$ cat src/rtl/shift_unit.sv
// Two-stage pipelined shift/rotate unit.
// Every op is built as a rotation (upper amount bits in stage 1, lower bits in
// stage 2), then masked/sign-filled in stage 2 for the logical and arithmetic
// shifts. Carry falls out of the rotated word: the last bit moved out of the
// word is the bit that wrapped into position 0 (left) or WIDTH-1 (right).
module shift_unit #(
  parameter int unsigned WIDTH = 32,
  parameter int unsigned SHW   = 5,
  parameter int unsigned TAGW  = 4
) (
  input  logic             clk,
  input  logic             rst_n,
  input  logic             in_valid,
  output logic             in_ready,
  input  logic [2:0]       in_op,
  input  logic [WIDTH-1:0] in_data,
  input  logic [SHW-1:0]   in_amt,
  input  logic [TAGW-1:0]  in_tag,
  output logic             out_valid,
  input  logic             out_ready,
  output logic [WIDTH-1:0] out_data,
  output logic             out_carry,
  output logic             out_zero,
  output logic             out_illegal,
  output logic [TAGW-1:0]  out_tag
);

  localparam logic [2:0] OpSll = 3'd0;
  localparam logic [2:0] OpSrl = 3'd1;
  localparam logic [2:0] OpSra = 3'd2;
  localparam logic [2:0] OpRol = 3'd3;
  localparam logic [2:0] OpRor = 3'd4;

  // Stage 2 handles amount bits [LoBits-1:0], stage 1 the rest.
  localparam int unsigned    LoBits = SHW / 2;
  localparam logic [SHW-1:0] LoMask = SHW'((1 << LoBits) - 1);
  localparam logic [SHW-1:0] HiMask = ~LoMask;
  localparam logic [WIDTH-1:0] Ones = '1;

  // Log-level rotator; levels whose amount bit is masked to 0 reduce to wires.
  function automatic logic [WIDTH-1:0] rotate(input logic [WIDTH-1:0] d,
                                               input logic [SHW-1:0]   amt,
                                               input logic             left);
    logic [WIDTH-1:0] r;
    r = d;
    for (int unsigned k = 0; k < SHW; k++) begin
      if (amt[k]) begin
        if (left) r = (r << (1 << k)) | (r >> (WIDTH - (1 << k)));
        else      r = (r >> (1 << k)) | (r << (WIDTH - (1 << k)));
      end
    end
    return r;
  endfunction

  // ---------------------------------------------------------------------------
  // Handshake / pipeline control
  // ---------------------------------------------------------------------------
  logic s1_valid_q, s1_valid_d;
  logic s2_valid_q, s2_valid_d;
  logic s2_free;
  logic s1_load;
  logic s2_load;

  // in_ready may follow out_ready combinationally; nothing else crosses.
  always_comb begin
    s2_free  = !s2_valid_q || out_ready;
    in_ready = !s1_valid_q || s2_free;
    s1_load  = in_valid && in_ready;
    s2_load  = s1_valid_q && s2_free;
  end

  // Next-state of the two valid bits.
  always_comb begin
    s1_valid_d = s1_valid_q;
    s2_valid_d = s2_valid_q;
    if (s2_free) s2_valid_d = s1_valid_q;
    if (s1_load) s1_valid_d = 1'b1;
    else if (s2_load) s1_valid_d = 1'b0;
  end

  // Valid bits for both stages.
  always_ff @(posedge clk or negedge rst_n) begin
    if (!rst_n) begin
      s1_valid_q <= 1'b0;
      s2_valid_q <= 1'b0;
    end else begin
      s1_valid_q <= s1_valid_d;
      s2_valid_q <= s2_valid_d;
    end
  end

  // ---------------------------------------------------------------------------
  // Stage 1: decode and coarse rotation
  // ---------------------------------------------------------------------------
  logic             in_illegal;
  logic             in_left;
  logic [SHW-1:0]   in_amt_eff;
  logic [WIDTH-1:0] s1_data_d;

  logic [2:0]       s1_op_q;
  logic [WIDTH-1:0] s1_data_q;
  logic [SHW-1:0]   s1_amt_q;
  logic [TAGW-1:0]  s1_tag_q;
  logic             s1_left_q;
  logic             s1_sign_q;
  logic             s1_illegal_q;

  // Illegal ops rotate by zero so the operand passes through untouched.
  always_comb begin
    in_illegal = (in_op > OpRor);
    in_left    = (in_op == OpSll) || (in_op == OpRol);
    in_amt_eff = in_illegal ? '0 : in_amt;
    s1_data_d  = rotate(in_data, in_amt_eff & HiMask, in_left);
  end

  // Stage 1 registers, loaded on input transfer.
  always_ff @(posedge clk or negedge rst_n) begin
    if (!rst_n) begin
      s1_op_q      <= '0;
      s1_data_q    <= '0;
      s1_amt_q     <= '0;
      s1_tag_q     <= '0;
      s1_left_q    <= 1'b0;
      s1_sign_q    <= 1'b0;
      s1_illegal_q <= 1'b0;
    end else if (s1_load) begin
      s1_op_q      <= in_op;
      s1_data_q    <= s1_data_d;
      s1_amt_q     <= in_amt_eff;
      s1_tag_q     <= in_tag;
      s1_left_q    <= in_left;
      s1_sign_q    <= in_data[WIDTH-1];
      s1_illegal_q <= in_illegal;
    end
  end

  // ---------------------------------------------------------------------------
  // Stage 2: fine rotation, masking, flags
  // ---------------------------------------------------------------------------
  logic [WIDTH-1:0] rot;
  logic [WIDTH-1:0] mask_l;
  logic [WIDTH-1:0] mask_r;
  logic [WIDTH-1:0] s2_data_d;
  logic             s2_carry_d;

  logic [WIDTH-1:0] s2_data_q;
  logic             s2_carry_q;
  logic             s2_zero_q;
  logic             s2_illegal_q;
  logic [TAGW-1:0]  s2_tag_q;

  // Finish the rotation, then clear or sign-fill the vacated bits.
  always_comb begin
    rot        = rotate(s1_data_q, s1_amt_q & LoMask, s1_left_q);
    mask_l     = Ones << s1_amt_q;
    mask_r     = Ones >> s1_amt_q;
    s2_carry_d = (s1_amt_q != '0) && (s1_left_q ? rot[0] : rot[WIDTH-1]);
    unique case (s1_op_q)
      OpSll:   s2_data_d = rot & mask_l;
      OpSrl:   s2_data_d = rot & mask_r;
      OpSra:   s2_data_d = (rot & mask_r) | ({WIDTH{s1_sign_q}} & ~mask_r);
      OpRol:   s2_data_d = rot;
      OpRor:   s2_data_d = rot;
      default: s2_data_d = rot;
    endcase
  end

  // Stage 2 registers drive the outputs; they hold while stalled.
  always_ff @(posedge clk or negedge rst_n) begin
    if (!rst_n) begin
      s2_data_q    <= '0;
      s2_carry_q   <= 1'b0;
      s2_zero_q    <= 1'b0;
      s2_illegal_q <= 1'b0;
      s2_tag_q     <= '0;
    end else if (s2_load) begin
      s2_data_q    <= s2_data_d;
      s2_carry_q   <= s2_carry_d;
      s2_zero_q    <= (s2_data_d == '0);
      s2_illegal_q <= s1_illegal_q;
      s2_tag_q     <= s1_tag_q;
    end
  end

  // Output wiring from stage 2 state.
  always_comb begin
    out_valid   = s2_valid_q;
    out_data    = s2_data_q;
    out_carry   = s2_carry_q;
    out_zero    = s2_zero_q;
    out_illegal = s2_illegal_q;
    out_tag     = s2_tag_q;
  end

endmodule

$ cat config.mk
export PLATFORM = sky130hd
export DESIGN_NAME = shift_unit
export DESIGN_NICKNAME = d
export VERILOG_FILES = /design/src/rtl/shift_unit.sv
export SDC_FILE = /design/constraint.sdc
export NUM_CORES = 1
export LEC_CHECK = 0
export ABC_AREA = 0
export BUFFER_PORTS_ARGS = -buffer_cell sky130_fd_sc_hd__buf_2
export CORE_ASPECT_RATIO = 0.8
export CORE_MARGIN = 2
export CORE_UTILIZATION = 40
export DETAILED_ROUTE_END_ITERATION = 10
export PLACE_DENSITY_LB_ADDON = 0.25
export SLEW_MARGIN = 20
export SYNTH_ARGS = -nofsm -noshare
export SYNTH_HDL_FRONTEND = slang
export SYNTH_SLANG_ARGS = --single-unit
$ cat constraint.sdc
create_clock -name clk -period 5.3 [get_ports clk]
set_input_delay 0.53 -clock clk [delete_from_list [all_inputs] [get_ports clk]]
set_output_delay 0.53 -clock clk [all_outputs]
set_load 0.01 [all_outputs]
==> impl_metrics.tcl, run 1 <==
set metrics [dict create \
    final_common_cell "nand2_1" \
    synth_enable_flop_cells 0 \
    critPathLaunchType "flop" \
    fin_nets 1001 \
    io_buffers 88 \
    critPathMaxStageDelay_ps 730 \
    pin_count 89 \
    dieArea_um2 21000 \
    n_fill_cell 1941 \
    cts_resized 0 \
    syn-num-nets 978 \
    period_needed_ps 3030 \
    status "complete, no violations" \
    p_total_w 0.00305 \
    crit_arrival_ps 3300 \
    clk_pin_slew_worst_paths_ps 70 \
    drc_errors 0 \
    drt-pass1-iter-count 7 \
    drtAntennaViolNets 0 \
    timing.max_slew.rel_slack_pct 35.5 \
    setup_violations 0 \
    hold_viol_final 0 \
    cp-end-kind "flop" \
    overflow 0 \
    tritoncts "done" \
    clock.fmax_mhz 330 \
    slowest_stage "dfrtp_2" \
    ys_warn_count 0 \
    dr.first_iter.drc_count 842 \
    vdd_drop_max_v 0.000168 \
    setup_tns_ps 0 \
    cts_root_buf "clkbuf_16" \
    powerDensity_nw_per_um2 352 \
    min_period_over_period_pct 57.2 \
    antenna_found_initial 0 \
    insertion_delay_ps 360 \
    grt_pass1_vias 6742 \
    ctsHoldBuffers 0 \
    yosysTopAreaCellShare_pct 27.8 \
    post_drt_wl_per_cell_um 19.6 \
    h-tree-depth 3 \
    max_cap_violations 0 \
    row_count 46 \
    synth.largest_area_cell "dfrtp_1" \
    via_per_inst 6.21 \
    numCtsBuffers 9 \
    vias 7590 \
    syn-cell-area_um2 7930 \
    hpwl_mm 17.1 \
    start_util_pct 40.4 \
    maxSlewViolCount 0 \
    core_area_um2 19600 \
    critPathTopFamily "flip-flops" \
    clock_skew_ps 8.72 \
    yosysSeqAreaShare_pct 27.8 \
    syn_to_final_growth_pct 9.12 \
    synthTopCellsByArea "dfrtp_1 (28%), mux4_2 (9.9%), mux2_2 (8.8%), nand2_1 (7.2%), mux2i_1 (4.9%)" \
    cts_setup_buffers 0 \
    place_congestion 0.942 \
    synth.avg_cell_area_um2 8.53 \
    grt_start_max_net_pins 78 \
    min_path_type "in -> async" \
    rsz0062_at_grt "no" \
    grt_pass1_wl_mm 38.6 \
    synthCells 930 \
    antennaDiodeCount 0 \
    final_cell_mix "nand2_1 (152), buf_2 (87), dfrtp_1 (86)" \
    cts.sinks 88 \
    cp.required_ps 5570 \
    critical_path_buf_inv_count 1 \
    cp_max_fo 52 \
    clockBufferDepth 2 \
    p_leak_nw 3.39 \
    dieHeight_um 130 \
    criticalPathCategory "reg -> reg" \
    drive_gt1_share_pct 24.1 \
    synth_seq_cells 88 \
    routed_wl_mm 24.0 \
    tightest_slew_ps 967 \
    die_w_um 161 \
    synth.distinct_cells 64 \
    async_reset_ff_share_pct 100 \
    ys.flop_type "dfrtp_1" \
    track_usage_pct 23.1 \
    cp_cell_sequence "buf_4, mux4_2, a311oi_1, nor3_1, nor4_1, nand3_1, o31ai_2" \
]
## registers in the layout, indices dropped and copies added (netlist names)
| name | cells |
|---|---|
| out_carry | 1 |
| out_data | 32 |
| out_illegal | 1 |
| out_tag | 4 |
| out_valid | 1 |
| out_zero | 1 |
| s1_amt_q | 5 |
| s1_data_q | 32 |
| s1_illegal_q | 1 |
| s1_left_q | 1 |
| s1_op_q | 3 |
| s1_sign_q | 1 |
| s1_tag_q | 4 |
| s1_valid_q | 1 |
## metal layers
layer  GRT usage [%]  wire length, um  vias to the layer above
li1                -                -                     3535
met5               0                0                        -
met4            5.78              473                        0
met1            35.6            11100                     3646
met2            33.1            10100                      365
met3            4.39             2200                       44
## metrics by stage
stage	setup slack (ps)	hold WS, ps	instances	util [%]	instance area, um^2
6_report	2270	143	1222	44.1	8660
5_1_grt	2030	189	1222	44.1	8660
4_1_cts	2360	166	1222	44.1	8650
3_5_place_dp	2000	450	1206	42.4	8320
3_3_place_gp	2070	446	1206	42.4	8320
2_1_floorplan	3150	234	930	-	7930
## where the power goes
group / total, W / switching, W / leakage, nW / internal (W)
Sequential: 0.00105 / 0.000199 / 1.07 / 0.000846
Clock: 0.000731 / 0.000297 / 0.163 / 0.000434
Combinational: 0.00127 / 0.000741 / 2.15 / 0.000534
Total: 0.00305 / 0.00124 / 3.39 / 0.00181
## cell families (layout without fill, tap and decap cells)
group / Yosys count / count (layout) / synth area share (%)
and+or+nand+nor: 319 / 319 / 18.4
AOI/OAI and AO/OA: 290 / 290 / 23.4
muxes: 136 / 136 / 23.7
buffers and inverters: 95 / 123 / 6.59
DFF: 88 / 88 / 27.8
xor gates and xnor gates: 2 / 2 / 0.221
## synthesized netlist by cell type, types with 3 or more instances
master	n
a21oi_1	61
a22oi_1	4
a2bb2oi_1	3
a311oi_1	29
a31oi_1	11
and2_1	5
buf_1	7
buf_2	28
buf_4	15
buf_6	10
clkbuf_1	30
dfrtp_1	88
inv_1	5
mux2_2	62
mux2i_1	39
mux4_2	35
nand2_1	153
nand2b_1	36
nand3_1	9
nor2_1	57
nor2b_1	3
nor3_1	22
nor4_1	6
o211ai_1	34
o21a_1	5
o21ai_0	60
o21ai_1	29
o221ai_1	4
o22ai_1	22
o32ai_1	8
or2_2	3
or3_1	6
## path summary, 6_finish.rpt
path	slack [ps]	to	from	cells past startpoint
hold / removal	140	out_carry	rst_n	1
hold reg to reg	470	out_tag[0]	s1_tag_q[0]	2
min in group clk	390	s1_valid_q	in_valid	2
setup reg to reg	2270	out_zero	s1_amt_q[0]	7
max in group asynchronous	4090	s1_amt_q[1]	rst_n	2
setup / recovery	2270	out_zero	s1_amt_q[0]	7
## final cells by class
type,count,area (um^2),share of cell area [%]
multi-input combinational,747,5220,60.3
clock inverter,6,98.8,1.14
clock buffer,10,239,2.76
tap,264,330,3.82
inverter,5,18.8,0.217
sequential,88,2200,25.5
timing repair buffer,102,548,6.33
(Power assumes the default switching activity.)
==> run 2, diff against run 1 <==
- clock period: 5.3 -> 2.65 ns (I/O delays scaled with it)
==> impl_metrics.tcl, run 2 (same netlist as run 1, synthesis figures left out) <==
set metrics [dict create \
    final_common_cell "nand2_1" \
    clockBufferDepth 2 \
    slowest_stage "dfrtp_1" \
    cts.sinks 88 \
    setup_tns_ps 0 \
    hpwl_mm 19.1 \
    post_drt_wl_per_cell_um 19.9 \
    cts_setup_buffers 0 \
    cp_cell_sequence "buf_12, buf_4, nand2b_1, a311oi_1, nor3_1, o221ai_1, nor4_2, nand4_1, o31ai_2" \
    timing.max_slew.rel_slack_pct 47.9 \
    drive_gt1_share_pct 28.2 \
    dieHeight_um 130 \
    gr-usage-met2_pct 34.0 \
    drtAntennaViolNets 0 \
    rsz0062_at_grt "no" \
    r2r_setup_slack_ps 180 \
    fin_nets 1051 \
    p_leak_nw 3.67 \
    hold_viol_final 0 \
    seq_power_share_pct 33.4 \
    critPathLaunchType "flop" \
    final_util_pct 46.5 \
    core_area_um2 19600 \
    min_path_type "in -> reg" \
    critPathMaxStageDelay_ps 460 \
    grt_pass1_wl_mm 39.8 \
    pin_count 89 \
    vias 7671 \
    insertion_delay_ps 360 \
    critPathTopFamily "simple AND/OR/NAND/NOR gates" \
    vdd_drop_max_v 0.000330 \
    period_needed_ps 2470 \
    tightest_slew_ps 779 \
    p_sw_share_pct 41.5 \
    via_per_inst 6.03 \
    place_area_um2 8800 \
    p_clk_share_pct 21.0 \
    pwr-share-comb_pct 45.6 \
    overflow 0 \
    grt_use_met1_pct 37.2 \
    p_int_w 0.00362 \
    drt-pass1-iter-count 6 \
    drc_errors 0 \
    max_cap_violations 0 \
    n_fill_cell 1916 \
    antenna_found_initial 0 \
    cp-end-kind "flop" \
    die_w_um 161 \
    numCtsBuffers 9 \
    clock_skew_ps 9.07 \
    start_util_pct 40.4 \
    cp_max_fo 58 \
    cp.required_ps 2920 \
    final_cell_mix "nand2_1 (152), buf_2 (87), dfrtp_1 (84)" \
    setup_violations 0 \
    dieArea_um2 21000 \
    h-tree-depth 3 \
    busiest_layer "met1" \
    fin_area_um2 9130 \
    place_congestion 0.963 \
    track_usage_pct 24.2 \
    maxSlewViolCount 0 \
    p_total_w 0.00619 \
    grt_start_max_net_pins 66 \
    min_period_over_period_pct 93.3 \
    criticalPathCategory "reg -> reg" \
    syn_to_final_growth_pct 15.1 \
    row_count 46 \
    crit_arrival_ps 2740 \
    use_met3_pct 5.53 \
    p_sw_w 0.00257 \
    io_buffers 88 \
    status "complete, no violations" \
    grt_pass1_vias 6931 \
    holdWs_ps 120 \
    clock.fmax_mhz 405 \
    critical_path_buf_inv_count 2 \
    dr.first_iter.drc_count 964 \
    tritoncts "done" \
    routed_wl_mm 25.3 \
    antennaDiodeCount 0 \
    clk_pin_slew_worst_paths_ps 70 \
    powerDensity_nw_per_um2 677 \
    cts_root_buf "clkbuf_16" \
]
[run 2: metal layers]
layer	up-vias	wire (um)
li1	3632	-
met1	3655	12300
met2	352	10500
met3	32	2120
met4	0	371
met5	-	0
[run 2: metrics by stage]
| step | cells | setup slack [ps] |
|---|---|---|
| after floorplan | 930 | 722 |
| after global placement | 1255 | 40.3 |
| after detailed placement | 1255 | 127 |
| after CTS | 1272 | 108 |
| after global routing | 1272 | 8.17 |
| final | 1272 | 178 |
[run 2: path summary, 6_finish.rpt]
path                                  from           to  cells after the start
worst max-delay path             s1_left_q     out_zero                      9
worst min-delay path              in_valid   s1_valid_q                      2
worst max register to register   s1_left_q     out_zero                      9
worst min register to register  out_tag[2]   out_tag[2]                      2
max in group asynchronous            rst_n   s1_op_q[1]                      3
min in group asynchronous            rst_n  out_data[0]                      2
[run 2: timing repair]
action / in CTS / in global routing
gates resized for setup: 0 / 7
setup endpoints to repair: 0 / 1
hold buffers: 1 / 0
endpoints found under the hold margin: 44 / 0
[run 2: area by class of cell]
cell class                      instances  area, um^2  share of cell area [%]
Inverter                                5        18.8                   0.205
Sequential cell                        88        2210                    24.2
Multi-Input combinational cell        747        5240                    57.4
Tap cell                              264         330                    3.62
Timing Repair Buffer                  152        1040                    11.4
Clock buffer                           10         239                    2.62
Clock inverter                          6        57.6                   0.630
[run 2: worst register-to-register path, delay by kind of cell (launching register included)]
kind                   cells  cell delay, ps
buffers and inverters      2             450
DFF                        1             460
AOI/OAI and AO/OA          3             580
and+or+nand+nor            4             890
[run 2: power by group through the flow]
stage / clock network [W] / logic (W) / registers, W
finish: 0.00130 / 0.00282 / 0.00207
global route: 0.00139 / 0.00309 / 0.00212
CTS: 0.00134 / 0.00278 / 0.00206
detailed placement: 0 / 0.00277 / 0.00208
global placement: 0 / 0.00278 / 0.00208
floorplan: 0 / 0.00176 / 0.00204
==> run 3, diff against run 2 <==
- CELL_PAD_IN_SITES_DETAIL_PLACEMENT: unset -> 1
- CELL_PAD_IN_SITES_GLOBAL_PLACEMENT: unset -> 1
- CORE_MARGIN: 2 -> unset
- SETUP_SLACK_MARGIN: unset -> 0.15
==> impl_metrics.tcl, run 3 (same netlist as run 1, synthesis figures left out) <==
set metrics [dict create \
    io_buffers 88 \
    clock.fmax_mhz 417 \
    criticalPathCategory "reg -> reg" \
    cp_max_fo 18 \
    status "complete, no violations" \
    post_drt_wl_per_cell_um 22.3 \
    vdd_drop_max_v 0.000325 \
    period_needed_ps 2400 \
    max_cap_violations 0 \
    tightest_slew_ps 779 \
    p_leak_nw 3.69 \
    rsz0062_at_grt "no" \
    place_congestion 0.993 \
    cts.sinks 88 \
    final_cell_mix "nand2_1 (151), buf_2 (87), dfrtp_1 (80)" \
    drt-pass1-iter-count 4 \
    final_common_cell "nand2_1" \
    hpwl_mm 21.5 \
    cts_root_buf "clkbuf_16" \
    grt_start_max_net_pins 75 \
    numCtsBuffers 9 \
    seq_power_share_pct 32.5 \
    hold_viol_final 0 \
    fin_nets 1055 \
    antennaDiodeCount 0 \
    via_per_inst 6.36 \
    core_area_um2 19200 \
    row_count 45 \
    dieArea_um2 20400 \
    antenna_found_initial 0 \
    cp.required_ps 2920 \
    drive_gt1_share_pct 29.3 \
    setup_tns_ps 0 \
    clockBufferDepth 2 \
    drc_errors 0 \
    insertion_delay_ps 360 \
    maxSlewViolCount 0 \
    multiInputGateArea_um2 5270 \
    p_clk_share_pct 21.7 \
    p_sw_w 0.00267 \
    syn_to_final_growth_pct 16.2 \
    start_util_pct 41.3 \
    critPathMaxStageDelay_ps 510 \
    pwr-share-comb_pct 45.8 \
    clk_pin_slew_worst_paths_ps 70 \
    clock_skew_ps 8.35 \
    die_w_um 159 \
    grt_pass1_vias 7821 \
    dr.first_iter.drc_count 785 \
    grt_pass1_wl_mm 44.8 \
    dieHeight_um 128 \
    critPathLaunchType "flop" \
    p_total_w 0.00639 \
    n_fill_cell 2301 \
    cp_cell_sequence "buf_4, nand2_2, buf_12, a21oi_1, or3_1, a2bb2oi_1, nor4_1, nand4_1, o31ai_2" \
    crit_arrival_ps 2670 \
    pin_count 89 \
    routed_wl_mm 28.3 \
    powerDensity_nw_per_um2 693 \
    regArea_um2 2210 \
    vias 8078 \
    track_usage_pct 28.1 \
    slowest_stage "dfrtp_2" \
    min_period_over_period_pct 90.5 \
    overflow 0 \
    timing.max_slew.rel_slack_pct 47.9 \
    setup_violations 0 \
    drtAntennaViolNets 0 \
    cp-end-kind "flop" \
    p_int_w 0.00372 \
    min_path_type "in -> reg" \
    tritoncts "done" \
    p_sw_share_pct 41.8 \
    h-tree-depth 3 \
]
==> run 3: cell count changes in the layout (fill, tap and decap cells not counted), sizes merged <==
cell / delta
clkinvlp: +1
bufinv: +1
clkinv: +1
buf: +4
inv: -3
==> run 3: final timing paths <==
kind | slack, ps | start | cells past startpoint | endpoint
max in group asynchronous | 1600 | rst_n | 3 | out_tag[2]
worst min-delay path | 130 | in_valid | 2 | s1_valid_q
worst min register to register | 460 | s1_tag_q[2] | 2 | out_tag[2]
worst max register to register | 250 | s1_amt_q[0] | 9 | out_zero
min in group asynchronous | 450 | rst_n | 2 | s1_data_q[8]
worst max-delay path | 250 | s1_amt_q[0] | 9 | out_zero
==> run 3: metal layers <==
layer	global-route usage, %	wire [um]	up-vias
li1	-	-	3645
met1	42.3	13500	4051
met2	40.7	12100	341
met3	5.05	2110	41
met4	8.26	582	0
met5	0	0	-
==> run 3: metrics by stage <==
stage / cells / hold WS (ps) / setup WS [ps] / instance area [um^2] / util [%]
floorplan: 930 / -30.6 / 722 / 7930 / -
global placement: 1249 / 297 / 242 / 8790 / 45.8
detailed placement: 1249 / 302 / 156 / 8790 / 45.8
CTS: 1266 / 120 / 152 / 9120 / 47.5
global route: 1270 / 140 / 90.3 / 9220 / 48.0
finish: 1270 / 135 / 253 / 9220 / 48.0
==> run 3: cell type report <==
cell class / count / area share [%]
Sequential cell: 88 / 24.0
Timing Repair Buffer: 156 / 11.7
Clock inverter: 6 / 0.815
Tap cell: 258 / 3.50
Clock buffer: 10 / 2.59
Inverter: 5 / 0.204
Multi-Input combinational cell: 747 / 57.2
==> run 3: critical path: cells and delay by family (launching register included) <==
| kind | cells | cell delay, ps |
|---|---|---|
| flip-flops | 1 | 510 |
| buffers and inverters | 2 | 380 |
| AO/OA/AOI/OAI | 3 | 470 |
| AND/OR/NAND/NOR | 4 | 960 |
==> run 3: power by group through the flow <==
stage | Sequential [W] | Clock [W] | Combinational, W
after global routing | 0.00212 | 0.00145 | 0.00316
after detailed placement | 0.00209 | 0 | 0.00283
final | 0.00208 | 0.00138 | 0.00293
after global placement | 0.00207 | 0 | 0.00278
after floorplan | 0.00204 | 0 | 0.00176
after CTS | 0.00207 | 0.00142 | 0.00285
==> run 3: repair_timing <==
item                       4_1_cts  5_1_grt
hold buffers                     1        0
gates resized for setup          1       14
setup endpoints to repair        1        1
hold endpoints to repair        37        0
buffers inserted                 0        4
